`config.mk`:
```
export PLATFORM = sky130hd
export DESIGN_NAME = bbq_traffic_gen
export DESIGN_NICKNAME = d
export VERILOG_FILES = /design/src/rtl/bbq_tg_pkg.sv /design/src/rtl/heap_ops.sv /design/src/rtl/bbq_lfsr32.sv /design/src/rtl/bbq_traffic_gen.sv
export SDC_FILE = /design/constraint.sdc
export NUM_CORES = 1
export LEC_CHECK = 0
export ABC_AREA = 1
export CORE_MARGIN = 4
export CORE_UTILIZATION = 45
export CTS_CLUSTER_DIAMETER = 150
export CTS_CLUSTER_SIZE = 40
export DETAILED_ROUTE_END_ITERATION = 12
export GPL_ROUTABILITY_DRIVEN = 0
export PLACE_DENSITY = 0.71
export SETUP_SLACK_MARGIN = 0.1
export SYNTH_ARGS = -nofsm -noshare
export SYNTH_HDL_FRONTEND = slang
export SYNTH_SLANG_ARGS = --single-unit
```
`constraint.sdc`:
```
create_clock -name user_clk -period 3.4 [get_ports user_clk]
set_input_delay 0.34 -clock user_clk [delete_from_list [all_inputs] [get_ports user_clk]]
set_output_delay 0.34 -clock user_clk [all_outputs]
set_load 0.01 [all_outputs]
```
`src/rtl/bbq_tg_pkg.sv`:
```
// Types and helpers for the bbq traffic generator.
package bbq_tg_pkg;

    typedef enum logic [1:0] {
        TG_ALT      = 2'd0,
        TG_BURST    = 2'd1,
        TG_RAND     = 2'd2,
        TG_ENQ_ONLY = 2'd3
    } tg_mode_t;

    typedef enum logic [1:0] {
        TG_IDLE      = 2'd0,
        TG_INIT_WAIT = 2'd1,
        TG_RUN       = 2'd2,
        TG_DRAIN     = 2'd3
    } tg_state_t;

    // Galois feedback mask for x^32 + x^22 + x^2 + x + 1.
    localparam logic [31:0] LFSR_TAPS = 32'h8020_0003;

    function automatic logic [31:0] rotl16(input logic [31:0] x);
        return {x[15:0], x[31:16]};
    endfunction

endpackage

```
`src/rtl/heap_ops.sv`:
```
// Heap operation encoding shared by the bbq heap and its drivers.
package heap_ops;

    typedef enum logic {
        ENQUE     = 1'b0,
        DEQUE_MIN = 1'b1
    } heap_op_t;

endpackage

```
`src/rtl/bbq_lfsr32.sv`:
```
// 32-bit right-shifting Galois LFSR, stepped once per asserted advance.
module bbq_lfsr32
    import bbq_tg_pkg::*;
#(
    parameter logic [31:0] SEED = 32'hACE1_2468
) (
    input  logic        user_clk,
    input  logic        arst,
    input  logic        advance,
    output logic [31:0] lfsr
);

    always_ff @(posedge user_clk) begin
        if (arst) begin
            lfsr <= SEED;
        end else if (advance) begin
            lfsr <= {1'b0, lfsr[31:1]} ^ (lfsr[0] ? LFSR_TAPS : 32'h0);
        end
    end

endmodule

```
`src/rtl/bbq_traffic_gen.sv`:
```
// Mode-selectable op generator and result monitor for the bbq heap.
// Valid/ready: an op is decided only when heap_ready=1 and is presented the next cycle for one cycle.
module bbq_traffic_gen
    import heap_ops::*;
    import bbq_tg_pkg::*;
#(
    parameter int          ENTRY_DWIDTH    = 17,
    parameter int          PRIORITY_AWIDTH = 15,
    parameter int          MAX_ENTRIES     = (1 << 17) - 1,
    parameter int          BURST_LEN       = 16,
    parameter logic [31:0] LFSR_SEED       = 32'hACE1_2468,
    localparam int         OCC_W           = $clog2(MAX_ENTRIES + 1)
) (
    input  logic                       user_clk,
    input  logic                       arst,
    input  logic                       start,
    input  logic                       stop,
    input  logic [1:0]                 mode,
    input  logic                       heap_ready,
    output logic                       heap_in_valid,
    output heap_op_t                   heap_in_op_type,
    output logic [ENTRY_DWIDTH-1:0]    heap_in_he_data,
    output logic [PRIORITY_AWIDTH-1:0] heap_in_he_priority,
    input  logic                       heap_out_valid,
    input  heap_op_t                   heap_out_op_type,
    input  logic [ENTRY_DWIDTH-1:0]    heap_out_he_data,
    input  logic [PRIORITY_AWIDTH-1:0] heap_out_he_priority,
    output logic [OCC_W-1:0]           occupancy,
    output logic [63:0]                enq_count,
    output logic [63:0]                deq_count,
    output logic [63:0]                deq_result_count,
    output logic [31:0]                checksum,
    output logic                       busy,
    output logic                       done,
    output tg_state_t                  dbg_state
);

    localparam int               BW         = $clog2(BURST_LEN + 1);
    localparam logic [BW-1:0]    BURST_LAST = BW'(BURST_LEN - 1);
    localparam logic [OCC_W-1:0] OCC_MAX    = OCC_W'(MAX_ENTRIES);

    tg_state_t     state;
    tg_mode_t      mode_q;
    logic [63:0]   seq;
    logic [BW-1:0] burst_cnt;
    logic          burst_deq;
    logic [31:0]   lfsr;
    logic          req_enq;
    logic          issue;
    logic          issue_enq;
    logic          occ_zero;
    logic          occ_full;

    assign occ_zero  = (occupancy == '0);
    assign occ_full  = (occupancy == OCC_MAX);
    assign busy      = (state != TG_IDLE);
    assign dbg_state = state;

    bbq_lfsr32 #(.SEED(LFSR_SEED)) u_lfsr (
        .user_clk (user_clk),
        .arst     (arst),
        .advance  (issue),
        .lfsr     (lfsr)
    );

    always_comb begin
        unique case (mode_q)
            TG_ALT:   req_enq = ~seq[0];
            TG_BURST: req_enq = ~burst_deq;
            TG_RAND:  req_enq = lfsr[0];
            default:  req_enq = 1'b1;
        endcase

        issue     = 1'b0;
        issue_enq = 1'b0;
        if (state == TG_RUN && heap_ready) begin
            issue     = 1'b1;
            issue_enq = req_enq;
            // Occupancy guards keep the heap from under- or overflowing.
            if (!req_enq && occ_zero) begin
                issue_enq = 1'b1;
            end else if (req_enq && occ_full) begin
                if (mode_q == TG_ENQ_ONLY) issue = 1'b0;
                else                       issue_enq = 1'b0;
            end
        end else if (state == TG_DRAIN && heap_ready && !occ_zero) begin
            issue = 1'b1;
        end
    end

    always_ff @(posedge user_clk) begin
        if (arst) begin
            state               <= TG_IDLE;
            mode_q              <= TG_ALT;
            seq                 <= '0;
            burst_cnt           <= '0;
            burst_deq           <= 1'b0;
            heap_in_valid       <= 1'b0;
            heap_in_op_type     <= ENQUE;
            heap_in_he_data     <= '0;
            heap_in_he_priority <= '0;
            occupancy           <= '0;
            enq_count           <= '0;
            deq_count           <= '0;
            deq_result_count    <= '0;
            checksum            <= '0;
            done                <= 1'b0;
        end else begin
            heap_in_valid <= issue;
            done          <= 1'b0;

            if (issue) begin
                seq <= seq + 64'd1;
                if (burst_cnt == BURST_LAST) begin
                    burst_cnt <= '0;
                    burst_deq <= ~burst_deq;
                end else begin
                    burst_cnt <= burst_cnt + BW'(1);
                end
                if (issue_enq) begin
                    heap_in_op_type     <= ENQUE;
                    heap_in_he_data     <= seq[ENTRY_DWIDTH-1:0];
                    heap_in_he_priority <= (mode_q == TG_RAND) ? lfsr[PRIORITY_AWIDTH-1:0]
                                                               : seq[PRIORITY_AWIDTH-1:0];
                    occupancy           <= occupancy + OCC_W'(1);
                    enq_count           <= enq_count + 64'd1;
                end else begin
                    heap_in_op_type     <= DEQUE_MIN;
                    heap_in_he_data     <= '0;
                    heap_in_he_priority <= '0;
                    occupancy           <= occupancy - OCC_W'(1);
                    deq_count           <= deq_count + 64'd1;
                end
            end

            if (heap_out_valid) begin
                checksum <= {checksum[30:0], checksum[31]} ^ 32'(heap_out_he_data)
                          ^ rotl16(32'(heap_out_he_priority)) ^ 32'(heap_out_op_type);
                if (heap_out_op_type == DEQUE_MIN) deq_result_count <= deq_result_count + 64'd1;
            end

            unique case (state)
                TG_IDLE: begin
                    // A new run starts from clean statistics; the LFSR keeps running.
                    if (start) begin
                        state            <= TG_INIT_WAIT;
                        mode_q           <= tg_mode_t'(mode);
                        seq              <= '0;
                        burst_cnt        <= '0;
                        burst_deq        <= 1'b0;
                        occupancy        <= '0;
                        enq_count        <= '0;
                        deq_count        <= '0;
                        deq_result_count <= '0;
                        checksum         <= '0;
                    end
                end
                TG_INIT_WAIT: if (heap_ready) state <= TG_RUN;
                TG_RUN:       if (stop) state <= TG_DRAIN;
                TG_DRAIN: begin
                    if (occ_zero && !heap_in_valid) begin
                        state <= TG_IDLE;
                        done  <= 1'b1;
                    end
                end
                default: state <= TG_IDLE;
            endcase
        end
    end

endmodule

```
==> results.py <==
metrics = {
    "yosys": {
        "seq_area_frac_synth": 0.365,
        "synth_edf_count": 0,
        "synth-seq-cells": 335,
        "synth_cell_types": 50,
        "yosys.area.top_type": "dfxtp_1",
        "async_flop_share": 0,
        "syn-cell-area_sq_um": 18400,
        "synth.most_common_cell": "nand2_1",
        "synth-main-ff-cell": "dfxtp_1",
        "synthCells": 2819,
        "syn_area_per_cell_sq_um": 6.52,
        "synth_area_leaders": "dfxtp_1 36%, nand2_1 15%, nor2_1 8.9%",
        "ys_top_cells_by_count": "733 x nand2_1, 435 x nor2_1, 335 x dfxtp_1, 335 x inv_1, 156 x a21oi_1",
        "yosysWarningCount": 0,
        "yosysTopAreaCellShare": 0.365,
        "syn_nets": 2886,
    },
    "power_and_ir_drop": {
        "p_int_mw": 6.20,
        "power_density_nw_per_um2": 439,
        "p_clk_frac": 0.203,
        "p_comb_frac": 0.335,
        "p_sw_mw": 3.64,
        "ir_drop_mv": 0.375,
        "seq_power_share": 0.463,
        "p_sw_frac": 0.370,
        "leakage_nw": 8.33,
    },
    "route": {
        "drtIter0Drc": 1518,
        "viasPerCell": 5.30,
        "firstDrtPassIters": 8,
        "via_count": 19200,
        "wl_per_cell_um": 15.5,
        "drc": 0,
        "drt_wl_total_mm": 56.1,
        "detail-route-antenna-nets": 0,
    },
    "hold_path": {
        "hold_class": "input pin to flip-flop",
        "hp-start": "heap_out_valid",
    },
    "place": {
        "hpwl_mm": 42.4,
        "placed_area_sq_um": 22000,
        "port_buffers": 319,
        "placed_cells": 3599,
    },
    "cts": {
        "clock_path_buffers": 3,
        "cts_tree": "done",
        "clk_pin_slew_worst_paths_ns": 0.15,
        "numCtsBuffers": 12,
        "htree_num_levels": 1,
        "clk_latency_ns": 0.53,
        "cts.sinks": 335,
        "cts_root_buf": "clkbuf_16",
        "postCtsHoldBufs": 0,
    },
    "grt": {
        "grt-busiest-layer": "met2",
        "grt_pass1_vias": 18000,
        "globalRouteOverflowTotal": 0,
        "grt_antenna_before_repair": 0,
        "grt_max_degree": 150,
        "grtUsageMet1": 0.306,
        "grt_pass1_wl_mm": 90.0,
        "use_met2": 0.412,
        "grt_usage": 0.240,
        "grtUsageMet3": 0.0493,
    },
    "die": {
        "rows": 73,
        "dieHeight_um": 210,
        "die_w_um": 210,
        "ios": 320,
        "die_area_sq_um": 44100,
        "core_area_sq_um": 40100,
        "initial_core_util": 0.458,
    },
    "layout": {
        "final_area_sq_um": 22400,
        "nets": 3161,
        "fin_cells": 3620,
        "diodes": 0,
        "final_layout_size_suffix_gt1_frac": 0.0381,
        "synthToLayoutAreaGrowth_pct": 22.1,
        "multi_input_area_sq_um": 10000,
        "register_area_sq_um": 6710,
        "fillers": 3852,
    },
    "sta": {
        "rsz0062_at_grt": "no",
        "timing_max_transition_violations_final": 0,
        "finalCritPeriodShare": 0.900,
        "maxSlewHeadroom": 0.375,
        "period_minus_slack_ns": 3.06,
        "hold_viol": 0,
        "fmax_mhz": 327,
        "setup_viol": 0,
        "worstMarginPinSlew_ns": 0.928,
        "skew_ns": 0.0344,
        "tns_ns": 0,
    },
    "critical_path": {
        "r2r_start": "dbg_state[0]",
        "crit_type": "flip-flop to flip-flop",
        "cp-end-kind": "flip-flop",
        "crit_fanout": 15,
        "cp-start-kind": "flip-flop",
        "crit_path_start": "dbg_state[0]",
        "critPathArrivalTime_ns": 3.52,
        "required_ns": 3.86,
    },
    "run": {
        "cap_violations": 0,
    },
    "run_status": {
        "status": "finished, final reports clean",
    },
}
-- sequential cells by signal, summed over array words and instances, names as in the netlist --
signal,cells
heap_in_op_type,1
u_lfsr.lfsr,32
burst_cnt,5
occupancy,17
checksum,32
done,1
enq_count,64
dbg_state,2
heap_in_valid,1
heap_in_he_priority,15
seq,17
burst_deq,1
heap_in_he_data,17
mode_q,2
deq_result_count,64
deq_count,64
-- worst max-delay path, stage by stage, from the launching register on --
cell,delay [ns]
dfxtp_1,0.38
inv_1,0.13
ha_1,0.21
nand2_1,0.11
inv_1,0.19
nand3_4,0.23
ha_1,0.41
nand3_1,0.10
nand2_1,0.12
a21oi_1,0.13
o21ai_0,0.47
nand2_1,0.18
a21o_1,0.20
a31oi_1,0.14
-- power by group through the flow --
stage | clock [mW] | sequential, mW | combinational (mW)
3_3_place_gp | 0 | 4.61 | 3.15
4_1_cts | 2.08 | 4.55 | 3.25
5_1_grt | 2.17 | 4.60 | 3.70
2_1_floorplan | 0 | 4.62 | 2.11
3_5_place_dp | 0 | 4.63 | 3.23
6_report | 2.00 | 4.55 | 3.29
-- layout by cell type, fill, tap and decap left out, types with 2 or more instances in the layout --
master / synthesis / routed
clkinv_2: 1 / 2
a211oi_1: 8 / 8
nor3_2: 7 / 7
a21o_1: 3 / 3
nand4_1: 69 / 69
ha_1: 25 / 25
nand3_1: 145 / 145
nand2_2: 9 / 7
xor2_1: 56 / 56
o21ai_0: 123 / 123
inv_1: 335 / 335
dfxtp_1: 335 / 335
nor2_2: 20 / 20
nand3b_1: 3 / 3
and3_1: 2 / 2
inv_2: 9 / 9
o21bai_1: 2 / 2
clkbuf_16: 0 / 13
nor4_1: 13 / 13
nand3_2: 13 / 13
o21a_1: 8 / 8
nor3b_1: 5 / 5
o211ai_1: 46 / 46
buf_12: 0 / 5
clkdlybuf4s50_1: 0 / 317
nand2_4: 2 / 4
nand2_1: 733 / 733
buf_4: 5 / 15
a31oi_1: 8 / 8
buf_2: 13 / 2
and2_1: 4 / 4
nor2_1: 435 / 434
a21oi_1: 156 / 155
xnor2_1: 43 / 43
o21ai_1: 4 / 4
nor3_1: 97 / 97
nor2_4: 5 / 6
or2_2: 5 / 5
-- timing repair --
item	CTS	global route
buffers inserted	0	6
endpoints found under the setup margin	0	2
endpoints found under the hold margin	0	0
gates resized for setup	0	1
-- routing by layer --
| layer | vias to the layer above | share of wire |
|---|---|---|
| li1 | 9592 | - |
| met4 | 0 | 0.031 |
| met2 | 685 | 0.46 |
| met5 | - | 0 |
| met3 | 97 | 0.080 |
| met1 | 8807 | 0.43 |
-- stage by stage --
stage / util / power, mW / hold WS (ns) / setup slack, ns
2_1_floorplan: - / 6.73 / 0.429 / 0.571
3_3_place_gp: 0.549 / 7.77 / 0.438 / 0.417
3_5_place_dp: 0.549 / 7.86 / 0.444 / 0.255
4_1_cts: 0.558 / 9.88 / 0.252 / 0.390
5_1_grt: 0.560 / 10.5 / 0.279 / 0.134
6_report: 0.560 / 9.84 / 0.280 / 0.341
-- area by class of cell --
cell class | instances | share of cell area
Multi-Input combinational cell | 2060 | 0.446
Sequential cell | 335 | 0.299
Timing Repair Buffer | 339 | 0.151
Inverter | 346 | 0.0580
Clock inverter | 2 | 0.00156
Tap cell | 525 | 0.0293
Clock buffer | 13 | 0.0145
-- path summary, 6_finish.rpt --
kind,endpoint,slack [ns],depth (start not counted)
worst max-delay path,occupancy[11],0.34,13
worst max register to register,occupancy[11],0.34,13
worst min register to register,u_lfsr.lfsr[25],0.47,2
worst min-delay path,deq_result_count[1],0.28,4
-- cell families (layout without fill, tap and decap cells) --
| family | after synthesis | after routing | synth area share |
|---|---|---|---|
| AND/OR/NAND/NOR | 1574 | 1574 | 0.370 |
| buffers and inverters | 424 | 700 | 0.0914 |
| AO/OA/AOI/OAI | 361 | 361 | 0.108 |
| flip-flops | 335 | 335 | 0.365 |
| XOR/XNOR | 99 | 99 | 0.0472 |
| adder cells (fa/ha/maj) | 26 | 26 | 0.0181 |
No activity file was read; power rests on OpenSTA's default activity.
